`config.mk`:
```
export PLATFORM = sky130hd
export DESIGN_NAME = icache_direct
export DESIGN_NICKNAME = d
export VERILOG_FILES = /design/src/rtl/icache_pkg.sv /design/src/rtl/icache_ctrl.sv /design/src/rtl/icache_direct.sv
export SDC_FILE = /design/constraint.sdc
export NUM_CORES = 1
export LEC_CHECK = 0
export CAP_MARGIN = 20
export CORE_ASPECT_RATIO = 1.2
export CORE_MARGIN = 5
export CORE_UTILIZATION = 64
export DETAILED_ROUTE_END_ITERATION = 6
export PLACE_DENSITY = 0.84
export SYNTH_ARGS = -nofsm -noshare
export SYNTH_HDL_FRONTEND = slang
export SYNTH_SLANG_ARGS = --single-unit
```
`constraint.sdc`:
```
create_clock -name CLK -period 22.4 [get_ports CLK]
set_clock_uncertainty 0.05 [all_clocks]
set_input_delay 3.36 -clock CLK [delete_from_list [all_inputs] [get_ports CLK]]
set_output_delay 3.36 -clock CLK [all_outputs]
set_load 0.01 [all_outputs]
```
`src/rtl/icache_pkg.sv`:
```
// Shared definitions for the direct-mapped instruction cache: default geometry,
// derived field widths and the fill controller state encoding.
package icache_pkg;

    localparam int ADDR_W_DEF      = 10;
    localparam int NUM_BLOCKS_DEF  = 8;
    localparam int BLOCK_WORDS_DEF = 4;
    localparam int WORD_W          = 32;
    localparam int BLOCK_BITS      = 128;

    localparam int IW           = $clog2(NUM_BLOCKS_DEF);
    localparam int BLOCK_ADDR_W = ADDR_W_DEF - 4;
    localparam int TAG_W        = BLOCK_ADDR_W - IW;

    typedef enum logic [1:0] {
        ST_IDLE     = 2'd0,
        ST_MEM_READ = 2'd1,
        ST_UPDATE   = 2'd2
    } state_t;

endpackage

```
`src/rtl/icache_ctrl.sv`:
```
// Miss handling FSM for icache_direct: latches the missing block address,
// runs the memory read handshake and pulses fill_en for the line write.
module icache_ctrl
    import icache_pkg::*;
#(
    parameter int AW = BLOCK_ADDR_W
) (
    input  logic          clk,
    input  logic          rst_n,
    input  logic          hit,
    input  logic [AW-1:0] miss_addr,
    input  logic          mem_busywait,
    output logic          busywait,
    output logic          mem_read,
    output logic [AW-1:0] mem_address,
    output logic          capture_en,
    output logic          fill_en,
    output state_t        state
);

    // Memory handshake: a read request (mem_read=1) completes on the first
    // rising edge where mem_busywait is sampled low; data is taken that edge.
    always_ff @(posedge clk or negedge rst_n) begin
        if (!rst_n) begin
            state       <= ST_IDLE;
            mem_read    <= 1'b0;
            mem_address <= '0;
            fill_en     <= 1'b0;
        end else begin
            case (state)
                ST_IDLE: begin
                    if (!hit) begin
                        state       <= ST_MEM_READ;
                        mem_read    <= 1'b1;
                        mem_address <= miss_addr;
                    end
                end
                ST_MEM_READ: begin
                    if (!mem_busywait) begin
                        state    <= ST_UPDATE;
                        mem_read <= 1'b0;
                        fill_en  <= 1'b1;
                    end
                end
                ST_UPDATE: begin
                    state   <= ST_IDLE;
                    fill_en <= 1'b0;
                end
                default: begin
                    state    <= ST_IDLE;
                    mem_read <= 1'b0;
                    fill_en  <= 1'b0;
                end
            endcase
        end
    end

    // In IDLE the stall tracks the lookup so a hit is served in the same cycle.
    assign busywait   = (state == ST_IDLE) ? !hit : 1'b1;
    assign capture_en = (state == ST_MEM_READ) && !mem_busywait;

endmodule

```
`src/rtl/icache_direct.sv`:
```
// Direct-mapped read-only instruction cache; holds tag/data arrays and word select.
// Optional hit/miss counters are built when ICACHE_STATS_EN is defined.
module icache_direct
    import icache_pkg::*;
#(
    parameter int ADDR_W      = ADDR_W_DEF,
    parameter int NUM_BLOCKS  = NUM_BLOCKS_DEF,
    parameter int BLOCK_WORDS = BLOCK_WORDS_DEF
) (
    input  logic                  CLK,
    input  logic                  RESET,
    input  logic [31:0]           PC,
    output logic [31:0]           INSTRUCTION,
    output logic                  BUSYWAIT,
    output logic [ADDR_W-5:0]     MEM_ADDRESS,
    output logic                  MEM_READ,
    input  logic [BLOCK_BITS-1:0] MEM_READDATA,
    input  logic                  MEM_BUSYWAIT
`ifdef ICACHE_STATS_EN
    ,
    output logic [31:0]           HIT_COUNT,
    output logic [31:0]           MISS_COUNT
`endif
);

    localparam int LIW    = $clog2(NUM_BLOCKS);
    localparam int BLK_W  = ADDR_W - 4;
    localparam int LTAG_W = BLK_W - LIW;
    localparam int OFF_W  = $clog2(BLOCK_WORDS);

    logic [NUM_BLOCKS-1:0] valid;
    logic [LTAG_W-1:0]     tags [NUM_BLOCKS];
    logic [WORD_W-1:0]     data [NUM_BLOCKS][BLOCK_WORDS];
    logic [BLOCK_BITS-1:0] fill_data;

    logic [LIW-1:0]    idx;
    logic [LTAG_W-1:0] tag;
    logic [OFF_W-1:0]  off;
    logic              hit;
    logic              capture_en;
    logic              fill_en;
    state_t            ctrl_state;
    logic              unused_bits;

    assign off = PC[2 +: OFF_W];
    assign idx = PC[4 +: LIW];
    assign tag = PC[ADDR_W-1:4+LIW];

    assign hit         = valid[idx] && (tags[idx] == tag);
    assign INSTRUCTION = data[idx][off];
    assign unused_bits = ^{PC[31:ADDR_W], PC[1:0], ctrl_state};

    icache_ctrl #(.AW(BLK_W)) u_ctrl (
        .clk          (CLK),
        .rst_n        (RESET),
        .hit          (hit),
        .miss_addr    (PC[ADDR_W-1:4]),
        .mem_busywait (MEM_BUSYWAIT),
        .busywait     (BUSYWAIT),
        .mem_read     (MEM_READ),
        .mem_address  (MEM_ADDRESS),
        .capture_en   (capture_en),
        .fill_en      (fill_en),
        .state        (ctrl_state)
    );

    // The latched block address selects the line, so PC moves during a fill are harmless.
    always_ff @(posedge CLK or negedge RESET) begin
        if (!RESET) begin
            valid <= '0;
        end else if (fill_en) begin
            valid[MEM_ADDRESS[LIW-1:0]] <= 1'b1;
        end
    end

    always_ff @(posedge CLK) begin
        if (capture_en) begin
            fill_data <= MEM_READDATA;
        end
        if (fill_en) begin
            tags[MEM_ADDRESS[LIW-1:0]] <= MEM_ADDRESS[BLK_W-1:LIW];
            for (int w = 0; w < BLOCK_WORDS; w++) begin
                data[MEM_ADDRESS[LIW-1:0]][w] <= fill_data[w*WORD_W +: WORD_W];
            end
        end
    end

`ifdef ICACHE_STATS_EN
    logic [31:0] prev_pc;

    // A hit is counted once per distinct fetch address, not once per stalled cycle.
    always_ff @(posedge CLK or negedge RESET) begin
        if (!RESET) begin
            HIT_COUNT  <= '0;
            MISS_COUNT <= '0;
            prev_pc    <= '0;
        end else begin
            prev_pc <= PC;
            if (ctrl_state == ST_IDLE) begin
                if (hit && (PC != prev_pc) && (HIT_COUNT != 32'hFFFF_FFFF)) begin
                    HIT_COUNT <= HIT_COUNT + 32'd1;
                end
                if (!hit && (MISS_COUNT != 32'hFFFF_FFFF)) begin
                    MISS_COUNT <= MISS_COUNT + 32'd1;
                end
            end
        end
    end
`endif

endmodule

```
==> results.env <==
STD_CELL_ROWS=105
FLOORPLAN.DIE_AREA_UM2=74600
POST_CTS.RESIZED_INSTANCES=0
RRSETUPSLACK_NS=19.38
WL_PER_CELL_UM=35.1
CLKTRANSATPATHREGS_NS=0.06
GRTUSAGEMET1=0.355
TIMING.HOLD.WS_NS=0.428
CELL_INTERNAL_PWR_mW=4.32
REG2REG_TO='data[4][4]$_DFFE_PP_'
SHARE_OF_LAYOUT_CELLS_ABOVE_DRIVE_STRENGTH_1=0.283
CTS_HOLD_BUF=0
AREAGROWTHSYNTHTOFINISH_PCT=14.2
DRV_SLEW=0
TIMING_WORST_SLEW_PIN_VALUE_NS=1.14
P_PER_AREA_nW_PER_UM2=115
POSTSYNTHAREAPERCELL_UM2=26.2
NUMBER_OF_SETUP_VIOLATIONS_IN_THE_FINAL_REPORT=0
GRT_OVERFLOW=0
REGISTER_AREA_UM2=35800
FILLER_CELL_COUNT=3407
CRITICAL_PATH.REG2REG.STARTPOINT='u_ctrl.mem_address[0]$_DFFE_PN0P_'
COUNT_OF_PINS_ON_THE_BLOCK_BOUNDARY=203
NETSWITCHINGPOWER_mW=1.51
NUMBER_OF_DRC_MARKERS_AFTER_THE_INITIAL_DETAILED_ROUTE_ITERATION=2333
COUNT_OF_MAX_CAP_CONSTRAINT_VIOLATIONS=0
PEAKVDDDROP_V=0.0000801
CRITPATHCAPTURETYPE='output pin'
NUM-NETS-FINAL=2099
SYNTHSIMPLEGATEAREAFRAC=0.00401
LARGEST_FAMILY_OF_LOGIC_CELLS_BY_SYNTHESIZED_AREA='multiplexers'
ROUTED_VIA_DENSITY=6.73
FP.DIEW_UM=250
NUMCTSBUFFERS=108
GROUTE.USAGE.OVERALL=0.279
SYN_NETS=1853
PWR-SHARE-COMB=0.137
NUMBER_OF_ANTENNA_VIOLATIONS_AT_THE_FIRST_CHECK_IN_GLOBAL_ROUTING=0
INITIAL_UTILIZATION=0.647
START_KIND='primary input'
DRT_DRC_VIOLATIONS_LEFT=0
HOLD_PATH_CLASS='flop to flop'
MOSTFREQUENTLAYOUTCELL='sky130_fd_sc_hd__edfxtp_1'
CP_DATA_ARRIVAL_TIME_NS=8.49
P_SW_FRAC=0.259
HTREE_LEVELS=3
MULTIINPUTGATEAREA_UM2=8180
CP_MAX_FO=48
GRT_PASS1_VIAS=21420
YOSYSWARNINGCOUNT=0
INSERTION_DELAY_NS=0.66
WORST_ENDPOINT_REQUIRED_TIME_NS=18.99
POSTSYNTH.ASYNCRESETSHARE=0.0151
SYNTH-XOR-AREA-SHARE=0.000396
TIMING.FINAL.HOLD_VIOLATIONS=0
RELSLEWSLACK=0.241
MAX-CLOCK-PATH-BUFFERS=3
SHARE_CLK_OF_TOTAL_POWER=0.303
CTS_ROOT_BUFFER='sky130_fd_sc_hd__clkbuf_16'
WORSTHOLDSTART='valid[0]$_DFFE_PN0P_'
GRT_FIRST_PASS_WIRELENGTH_UM=150000
NUM_VIAS=19744
NUMBER_OF_CLOCK_SINKS=1194
YS_SEQ_ELEMENTS=1194
DPL.HPWL_UM=52800
OUTCOME='completed'
FINAL_MIN_PERIOD_OVER_CLOCK_PERIOD=0.531
DR.PASS1.ITERS=5
DIE_Y_UM=298
SYN-INSTANCE-COUNT=1690
GR-USAGE-MET3=0.0439
TRITONCTS='built'
TIMING.HOLD.WORST_PATH_DEPTH=1
PLACE.PORT_BUFFERS=178
GLOBAL_ROUTE.USAGE.MET2=0.487
CORE_REGION_AREA_UM2=68400
CTS_SETUP_BUFFERS=0
SYNTH_TOP_FLOP_CELL='sky130_fd_sc_hd__edfxtp_1'
DIODES=0
SYNTH_AREA_IN_ADDERS=0
POST_SYNTH_MUX_AREA_SHARE=0.178
YOSYS.CELL_TYPES.COUNT=27
ROUTE.ANTENNA.REMAINING_NETS=0
SYNTH-COMPOUND-AREA-SHARE=0.00138
PLACE.GP.CONGESTION=0.756
GRT_MAX_DEGREE=117
WORST-SETUP-PATH-TYPE='primary input to output pin'
SYNTH_EDF_COUNT=1176
SYN-CELL-AREA_UM2=44300
MAXCLOCKFREQUENCY_MHz=84.0
TOTALNEGATIVESETUPSLACK_NS=0
GLOBAL_ROUTE.PEAK_USAGE_LAYER='met2'
WORST_R2R_PATH_DEPTH=4
UNREPAIRED_SETUP_ENDPOINTS_AFTER_GLOBAL_ROUTING='no'
SEQ_AREA_FRAC_SYNTH=0.808
WORSTHOLDENDPOINT='valid[0]$_DFFE_PN0P_'
TIMING.FINAL.CRIT_PERIOD_NS=11.90
STATIC-LEAKAGE-POWER_nW=15.9
WL_UM=103000
SEQUENTIALPOWERSHARE=0.560
LAYOUT_COMMON_CELLS='sky130_fd_sc_hd__edfxtp_1 (1176), sky130_fd_sc_hd__mux4_2 (326), sky130_fd_sc_hd__clkdlybuf4s50_1 (173)'
==> area by class of cell <==
| type | instances | share of cell area |
|---|---|---|
| Tap cell | 909 | 0.0225 |
| Clock buffer | 130 | 0.0563 |
| Multi-Input combinational cell | 415 | 0.162 |
| Inverter | 2 | 0.000149 |
| Timing Repair Buffer | 215 | 0.0415 |
| Sequential cell | 1194 | 0.708 |
| Clock inverter | 68 | 0.00995 |
==> synthesized netlist by cell type, types with 2 or more instances <==
cell type	instances	share of area
sky130_fd_sc_hd__buf_6	5	0.0013
sky130_fd_sc_hd__nor3_1	6	0.00068
sky130_fd_sc_hd__mux4_2	326	0.17
sky130_fd_sc_hd__buf_2	32	0.0036
sky130_fd_sc_hd__clkbuf_1	30	0.0025
sky130_fd_sc_hd__mux2i_1	5	0.0011
sky130_fd_sc_hd__nand2_1	5	0.00042
sky130_fd_sc_hd__or2_2	8	0.0011
sky130_fd_sc_hd__buf_1	11	0.00093
sky130_fd_sc_hd__mux2_4	6	0.0020
sky130_fd_sc_hd__nor2b_1	2	0.00028
sky130_fd_sc_hd__inv_1	2	0.00017
sky130_fd_sc_hd__o21ai_0	2	0.00023
sky130_fd_sc_hd__nand2b_1	4	0.00057
sky130_fd_sc_hd__nor2_1	9	0.00076
sky130_fd_sc_hd__edfxtp_1	1176	0.80
sky130_fd_sc_hd__dfrtp_1	18	0.010
sky130_fd_sc_hd__mux2_2	34	0.0086
==> through the flow <==
| stage | cell area, um^2 | util | worst slack, ns | total power [mW] | std cells |
|---|---|---|---|---|---|
| floorplan | 44300 | - | 9.53 | 3.75 | 1690 |
| global placement | 47200 | 0.689 | 10.57 | 3.99 | 2734 |
| detailed placement | 47200 | 0.689 | 10.37 | 4.07 | 2734 |
| CTS | 50500 | 0.738 | 10.32 | 5.86 | 2932 |
| global route | 50500 | 0.738 | 9.95 | 6.02 | 2933 |
| finish | 50500 | 0.738 | 10.50 | 5.83 | 2933 |
==> logic make-up after synthesis <==
group,after synthesis
muxes,371
DFF,1194
and+or+nand+nor,35
xor gates and xnor gates,2
AOI/OAI and AO/OA,7
buffers and inverters,81
==> worst max path at each step <==
stage / from / to / slack (ns)
floorplan: MEM_BUSYWAIT / fill_data[0]$_DFFE_PP_ / 9.53
CTS: PC[4] / INSTRUCTION[22] / 10.32
finish: PC[4] / INSTRUCTION[22] / 10.50
detailed placement: PC[4] / INSTRUCTION[22] / 10.37
global placement: PC[4] / INSTRUCTION[24] / 10.57
global route: PC[4] / INSTRUCTION[21] / 9.95
==> metal layers <==
metal / up-vias / routed length [um]
li1: 7833 / -
met4: 0 / 5040
met2: 1211 / 55800
met5: - / 0
met3: 243 / 7820
met1: 10457 / 34300
==> worst max-delay path, stage by stage <==
cell and delay, ns:
sky130_fd_sc_hd__buf_8 0.43, sky130_fd_sc_hd__buf_4 0.88, sky130_fd_sc_hd__buf_4 0.87, sky130_fd_sc_hd__buf_4 0.75, sky130_fd_sc_hd__mux4_2 0.63, sky130_fd_sc_hd__mux4_2 0.54, sky130_fd_sc_hd__mux2_2 0.30, sky130_fd_sc_hd__clkdlybuf4s50_1 0.56
==> power groups by stage <==
stage	Clock (mW)	Sequential [mW]	Combinational, mW
after floorplan	0	3.30	0.448
after global placement	0	3.21	0.774
after detailed placement	0	3.28	0.789
after CTS	1.79	3.27	0.806
after global routing	1.89	3.30	0.827
final	1.77	3.27	0.797
==> sequential cells by signal, summed over array words and instances, names as in the netlist <==
name                flops
tags                   24
valid                   8
u_ctrl.fill_en          1
data                 1024
u_ctrl.mem_read         1
u_ctrl.state            2
fill_data             128
u_ctrl.mem_address      6
No activity file was read; power rests on OpenSTA's default activity.
